### src/rtl/gpi_scan_pkg.sv
`default_nettype none
// +----------------------------------------------------------------------+
// | Module      : gpi_scan_pkg                                           |
// | Description : Shared types and constants for the GPI scan controller |
// |               (FSM state encoding, GPI register map, timer width).   |
// | Revision    : 1.0 - initial release                                  |
// +----------------------------------------------------------------------+
package gpi_scan_pkg;

   // Width of the shared poll/timeout counter
   localparam int GPI_TMR_W = 16;

   // GPI slave register map
   localparam logic [2:0] GPI_CR_ADDR  = 3'b000;   // control (input enable)
   localparam logic [2:0] GPI_IDR_ADDR = 3'b100;   // input data

   typedef enum logic [2:0] {
      ST_IDLE       = 3'd0,
      ST_CFG_SETUP  = 3'd1,
      ST_CFG_ACCESS = 3'd2,
      ST_WAIT       = 3'd3,
      ST_RD_SETUP   = 3'd4,
      ST_RD_ACCESS  = 3'd5
   } gpi_state_t;

endpackage
`default_nettype wire

### src/rtl/gpi_poll_timer.sv
`default_nettype none
// +----------------------------------------------------------------------+
// | Module      : gpi_poll_timer                                         |
// | Description : Load / decrement down-counter with a zero flag. The    |
// |               count saturates at zero.                               |
// | Revision    : 1.0 - initial release                                  |
// | Ports       : PCLK, PRESET  clock / async active-high reset          |
// |               load, load_val  synchronous load of a start value      |
// |               dec             decrement enable (ignored at zero)     |
// |               zero            high while the count equals zero       |
// +----------------------------------------------------------------------+
module gpi_poll_timer
   import gpi_scan_pkg::*;
#(
   parameter int WIDTH = GPI_TMR_W
)(
   input  logic             PCLK,
   input  logic             PRESET,
   input  logic             load,
   input  logic [WIDTH-1:0] load_val,
   input  logic             dec,
   output logic             zero
);

   logic [WIDTH-1:0] r_count;

   always_ff @(posedge PCLK or posedge PRESET) begin
      if (PRESET) begin
         r_count <= '0;
      end else if (load) begin
         r_count <= load_val;
      end else if (dec && (r_count != '0)) begin
         r_count <= r_count - 1'b1;
      end
   end

   assign zero = (r_count == '0);

endmodule
`default_nettype wire

### src/rtl/gpi_scan_ctrl.sv
`default_nettype none
// +----------------------------------------------------------------------+
// | Module      : gpi_scan_ctrl                                          |
// | Description : APB master that configures a GPI slave once, then      |
// |               polls its input data register, tracking toggled bits   |
// |               and raising irq on any change.                         |
// | Revision    : 1.0 - initial release                                  |
// | Ports       : PCLK, PRESET      clock / async active-high reset      |
// |               PSEL, PENABLE, PWRITE, PADDR, PWDATA  APB master out   |
// |               PRDATA, PREADY    APB slave response                   |
// |               en                scan enable                          |
// |               irq_clr           one-cycle clear of irq / chg / err   |
// |               gpi_val           last sampled input value             |
// |               chg               sticky mask of toggled bits          |
// |               irq, err, busy    change pending / timeout / active    |
// +----------------------------------------------------------------------+
module gpi_scan_ctrl
   import gpi_scan_pkg::*;
#(
   parameter int         POLL_DIV = 1000,
   parameter logic [7:0] CR_INIT  = 8'hFF,
   parameter int         TO_CYC   = 16
)(
   input  logic        PCLK,
   input  logic        PRESET,
   output logic        PSEL,
   output logic        PENABLE,
   output logic        PWRITE,
   output logic [2:0]  PADDR,
   output logic [31:0] PWDATA,
   input  logic [31:0] PRDATA,
   input  logic        PREADY,
   input  logic        en,
   input  logic        irq_clr,
   output logic [7:0]  gpi_val,
   output logic [7:0]  chg,
   output logic        irq,
   output logic        err,
   output logic        busy
);

   localparam logic [GPI_TMR_W-1:0] c_wait_ld = GPI_TMR_W'(POLL_DIV - 1);
   localparam logic [GPI_TMR_W-1:0] c_to_ld   = GPI_TMR_W'(TO_CYC - 1);

   gpi_state_t             r_state;
   gpi_state_t             w_state_nxt;
   logic                   r_cfg_done;
   logic                   r_prime;
   logic                   w_cfg_ok;
   logic                   w_rd_done;
   logic                   w_timeout;
   logic [7:0]             w_delta;
   logic                   w_tmr_load;
   logic [GPI_TMR_W-1:0]   w_tmr_val;
   logic                   w_tmr_zero;
   logic                   w_unused_prdata;

   // Only the low byte of the data register carries inputs
   assign w_unused_prdata = ^PRDATA[31:8];

   // ------------------------------------------------------------------
   // Next-state decode
   // ------------------------------------------------------------------
   always_comb begin
      w_state_nxt = r_state;
      w_cfg_ok    = 1'b0;
      w_rd_done   = 1'b0;
      w_timeout   = 1'b0;
      case (r_state)
         ST_IDLE: begin
            if (en) w_state_nxt = r_cfg_done ? ST_RD_SETUP : ST_CFG_SETUP;
         end
         ST_CFG_SETUP: w_state_nxt = ST_CFG_ACCESS;
         ST_CFG_ACCESS: begin
            if (PREADY) begin
               w_cfg_ok    = 1'b1;
               w_state_nxt = en ? ST_RD_SETUP : ST_IDLE;
            end else if (w_tmr_zero) begin
               w_timeout   = 1'b1;
               w_state_nxt = en ? ST_WAIT : ST_IDLE;
            end
         end
         ST_RD_SETUP: w_state_nxt = ST_RD_ACCESS;
         ST_RD_ACCESS: begin
            if (PREADY) begin
               w_rd_done   = 1'b1;
               w_state_nxt = en ? ST_WAIT : ST_IDLE;
            end else if (w_tmr_zero) begin
               w_timeout   = 1'b1;
               w_state_nxt = en ? ST_WAIT : ST_IDLE;
            end
         end
         ST_WAIT: begin
            // A failed configuration is retried on the next poll
            if (!en)             w_state_nxt = ST_IDLE;
            else if (w_tmr_zero) w_state_nxt = r_cfg_done ? ST_RD_SETUP : ST_CFG_SETUP;
         end
         default: w_state_nxt = ST_IDLE;
      endcase
   end

   // First read after configuration only establishes the baseline
   assign w_delta = (w_rd_done && !r_prime) ? (PRDATA[7:0] ^ gpi_val) : 8'h00;

   // One counter serves both phases: the timeout count is armed while in
   // SETUP, the poll delay on every entry into WAIT.
   assign w_tmr_load = (r_state == ST_CFG_SETUP) || (r_state == ST_RD_SETUP) ||
                       ((w_state_nxt == ST_WAIT) && (r_state != ST_WAIT));
   assign w_tmr_val  = (w_state_nxt == ST_WAIT) ? c_wait_ld : c_to_ld;

   gpi_poll_timer #(
      .WIDTH    (GPI_TMR_W)
   ) u_timer (
      .PCLK     (PCLK),
      .PRESET   (PRESET),
      .load     (w_tmr_load),
      .load_val (w_tmr_val),
      .dec      (1'b1),
      .zero     (w_tmr_zero)
   );

   // ------------------------------------------------------------------
   // State and registered outputs; APB signals are decoded from the
   // next state so they line up with the state they describe.
   // ------------------------------------------------------------------
   always_ff @(posedge PCLK or posedge PRESET) begin
      if (PRESET) begin
         r_state    <= ST_IDLE;
         r_cfg_done <= 1'b0;
         r_prime    <= 1'b1;
         PSEL       <= 1'b0;
         PENABLE    <= 1'b0;
         PWRITE     <= 1'b0;
         PADDR      <= 3'b000;
         PWDATA     <= 32'h0;
         gpi_val    <= 8'h00;
         chg        <= 8'h00;
         irq        <= 1'b0;
         err        <= 1'b0;
         busy       <= 1'b0;
      end else begin
         r_state <= w_state_nxt;
         busy    <= (w_state_nxt != ST_IDLE);

         PSEL    <= 1'b0;
         PENABLE <= 1'b0;
         PWRITE  <= 1'b0;
         PADDR   <= 3'b000;
         PWDATA  <= 32'h0;
         case (w_state_nxt)
            ST_CFG_SETUP, ST_CFG_ACCESS: begin
               PSEL    <= 1'b1;
               PENABLE <= (w_state_nxt == ST_CFG_ACCESS);
               PWRITE  <= 1'b1;
               PADDR   <= GPI_CR_ADDR;
               PWDATA  <= {24'h0, CR_INIT};
            end
            ST_RD_SETUP, ST_RD_ACCESS: begin
               PSEL    <= 1'b1;
               PENABLE <= (w_state_nxt == ST_RD_ACCESS);
               PADDR   <= GPI_IDR_ADDR;
            end
            default: ;
         endcase

         if (w_cfg_ok) begin
            r_cfg_done <= 1'b1;
            r_prime    <= 1'b1;
         end
         if (w_rd_done) begin
            gpi_val <= PRDATA[7:0];
            r_prime <= 1'b0;
         end

         // A change arriving with the clear survives it
         chg <= (irq_clr ? 8'h00 : chg) | w_delta;
         irq <= (irq_clr ? 1'b0 : irq) | (w_delta != 8'h00);
         err <= (irq_clr ? 1'b0 : err) | w_timeout;
      end
   end

endmodule
`default_nettype wire

### config.mk
export PLATFORM = sky130hd
export DESIGN_NAME = gpi_scan_ctrl
export DESIGN_NICKNAME = d
export VERILOG_FILES = /design/src/rtl/gpi_scan_pkg.sv /design/src/rtl/gpi_poll_timer.sv /design/src/rtl/gpi_scan_ctrl.sv
export SDC_FILE = /design/constraint.sdc
export NUM_CORES = 1
export LEC_CHECK = 0
export CAP_MARGIN = 10
export CORE_UTILIZATION = 40
export DETAILED_ROUTE_END_ITERATION = 12
export PLACE_DENSITY = 0.87
export REMOVE_ABC_BUFFERS = 1
export SLEW_MARGIN = 10
export SYNTH_ARGS = -nofsm -noshare
export SYNTH_HDL_FRONTEND = slang
export SYNTH_SLANG_ARGS = --single-unit
### constraint.sdc
create_clock -name PCLK -period 2.5 [get_ports PCLK]
set_clock_uncertainty 0.2 [all_clocks]
set_input_delay 0.5 -clock PCLK [delete_from_list [all_inputs] [get_ports PCLK]]
set_output_delay 0.5 -clock PCLK [all_outputs]
set_load 0.005 [all_outputs]
==> flow_summary.yaml <==
floorplan:
  coreArea_um2: 5960
  die_w_um: 80.6
  ios: 94
  die_h_um: 80.6
  die-area_um2: 6500
  start_util_pct: 41.5
  num_rows: 28
pwr:
  vdd_drop_max_mv: 0.403
  p_per_area_nw_per_um2: 984
  p_leak_nw: 1.27
grt:
  globalRouteTotalUtil_pct: 15.9
  grt.overflow.total: 0
  antenna_found_initial: 0
  grt_max_degree: 45
  grt_pass1_wl_um: 8020
  grt_pass1_vias: 1746
sta:
  fin_crit_sh_pct: 96.9
  setup_viol: 0
  drv_slew: 0
  finalHoldViolCount: 0
  hold_slack_ns: 0.294
  rsz0062_at_grt: "false"
  clock.fmax_mhz: 413
  relSlewSlack_pct: 60.0
  fin_crit_ns: 2.42
  worst-slew-pin-transition_ns: 0.594
run_status:
  status: "finished, final reports clean"
clock_network:
  root_buffer: "clkbuf_8"
  clockBufferDepth: 2
  cts_max_level: 2
  cts_sinks: 44
  numCtsBuffers: 5
  clk_pin_slew_ns: 0.09
  clk-insertion-delay-late_ns: 0.29
  cts_tree: "built"
  cts_hold_buf: 0
route:
  drt_iter0_markers: 105
  antenna_left: 0
  drc: 0
  wirelength_um: 4780
  firstDrtPassIters: 4
  avgViaCountPerCell: 5.02
  vias: 1816
  routedWlPerCell_um: 13.2
yosys:
  post-synth-top-area-cell: "dfrtp_1"
  ys_types: 47
  avgSynthCellArea_um2: 10.3
  synth_common_cells: "dfrtp_1 (43), buf_4 (37), inv_1 (16), nand2_1 (15), xnor2_1 (15)"
  ys_ff_latch: 44
  synth_top_cell_area_share_pct: 43.5
  seq_area_frac_synth_pct: 44.6
  netlist_top_cells_area: "dfrtp_1 (44%), buf_4 (11%), xnor2_1 (5.3%), mux2_2 (3.6%), o22ai_1 (2.5%)"
  netlist_instances: 240
  synthArstFlopShare_pct: 100
  synth.most_common_cell: "dfrtp_1"
  ys.flop_type: "dfrtp_1"
  synth_edf_count: 0
  yosysWarnings: 0
  synthesis.area_um2: 2470
placed_design:
  hpwl_um: 3470
  port_buffers: 43
  postPlaceCellArea_um2: 2870
  gp_congestion: 0.851
setup_path:
  slowest_delay_ns: 0.40
  cp.arrival_ns: 2.40
  crit_fanout: 6
  criticalPathCategory: "flip-flop to flip-flop"
  r2r_start: "u_timer.r_count[1]"
  crit_start: "u_timer.r_count[1]"
  crit_family: "simple AND/OR/NAND/NOR gates"
  cp_cell_sequence: "inv_1 > ha_1 > nor4b_4 > and4_4 > a21oi_1 > nor3b_4 > inv_4 > mux2_4"
  cp-end-kind: "flip-flop"
  critPathRequiredTime_ns: 2.48
  crit_path_start_kind: "flip-flop"
  critPathBufInv: 2
  worstRegToRegCells: 8
  path_depth: 8
  cp_slowest_cell: "dfrtp_1"
finish:
  multi_input_area_um2: 1120
  diodes: 0
  final_cell_area_um2: 3000
  nNetsFinal: 325
  nFillCells: 521
  drive_gt1_share_pct: 16.0
  syn2layout_area_growth_pct: 21.6
  regArea_um2: 1100
min_path:
  min_path_type: "flip-flop to flip-flop"
  holdPathStages: 2
  hold_path_startpoint: "err"
flow_run:
  cap_violations: 0
-- cells in the final DEF (no fill, tap or decap), types with 6 or more instances in the layout --
cell type        instances
a21oi_1                  8
buf_4                   12
clkbuf_8                 6
clkdlybuf4s50_1         43
conb_1                  26
dfrtp_1                 43
inv_1                   15
mux2_2                   8
nand2_1                 15
nor2_1                   9
o21ai_0                 11
o22ai_1                 10
xnor2_1                 15
xor2_1                   7
-- power by group --
group	leakage, nW	switching, W	internal, W	total, W
logic	0.672	0.000624	0.000740	0.00136
registers	0.556	0.000204	0.000921	0.00112
clock network	0.0434	0.000243	0.000224	0.000467
total	1.27	0.00107	0.00188	0.00296
-- worst reg2reg max path: stages, from the launching register on --
cell     delay [ns]
dfrtp_1        0.40
inv_1          0.10
ha_1           0.18
nor4b_4        0.31
and4_4         0.34
a21oi_1        0.12
nor3b_4        0.32
inv_4          0.05
mux2_4         0.29
-- final timing paths --
path	to	slack, ns
worst max-delay path	PWDATA[6]	0.08
worst min-delay path	err	0.29
worst max register to register	PWDATA[6]	0.08
worst min register to register	err	0.29
max in group asynchronous	u_timer.r_count[14]	1.27
min in group asynchronous	u_timer.r_count[9]	0.44
-- cell families (layout without fill, tap and decap cells) --
logic type / count (synthesis) / in the layout / share of synthesized area (%)
and+or+nand+nor: 65 / 65 / 16.7
buffers and inverters: 58 / 80 / 14.6
DFF: 44 / 44 / 44.6
AOI/OAI and AO/OA: 38 / 38 / 10.5
xor gates and xnor gates: 22 / 22 / 7.80
muxes: 10 / 10 / 4.66
adders and majority gates: 2 / 2 / 1.01
other: 1 / 26 / 0.152
-- metal layers --
metal | part of all wire (%) | global-route usage [%] | up-vias
met5 | 0 | 0 | -
met4 | 1.7 | 6.61 | 0
met3 | 6.4 | 3.86 | 8
met2 | 50 | 27.3 | 73
met1 | 42 | 18.8 | 880
li1 | - | - | 855
-- metrics by stage --
stage,TNS [ns],power (W),utilization (%),cells,setup slack [ns]
6_report,0,0.00296,50.4,362,0.0776
3_5_place_dp,-0.119,0.00248,48.2,352,-0.0694
2_1_floorplan,0,0.00187,-,224,0.157
4_1_cts,0,0.00295,49.8,360,0.0566
5_1_grt,0,0.00317,50.4,362,0.00785
3_3_place_gp,0,0.00241,48.2,352,0.0178
-- state kept, by name, indices dropped and copies added, names as in the netlist --
| signal | cells |
|---|---|
| PADDR | 1 |
| PENABLE | 1 |
| PSEL | 1 |
| PWDATA | 1 |
| busy | 1 |
| chg | 8 |
| err | 1 |
| gpi_val | 8 |
| irq | 1 |
| r_cfg_done | 1 |
| r_prime | 1 |
| r_state | 3 |
| u_timer.r_count | 16 |
-- repair_timing --
action | in CTS | in global routing
resized for setup | 0 | 7
setup buffers | 0 | 2
setup endpoints to repair | 0 | 11
-- cell type report --
| class | count | share of cell area (%) |
|---|---|---|
| clock buffers | 6 | 2.75 |
| well taps | 75 | 3.12 |
| clock inverters | 2 | 0.500 |
| inverters | 17 | 2.21 |
| multi-input cells | 163 | 37.4 |
| flip-flops and latches | 44 | 36.7 |
| repair buffers | 55 | 17.3 |
No activity file was read; power rests on OpenSTA's default activity.
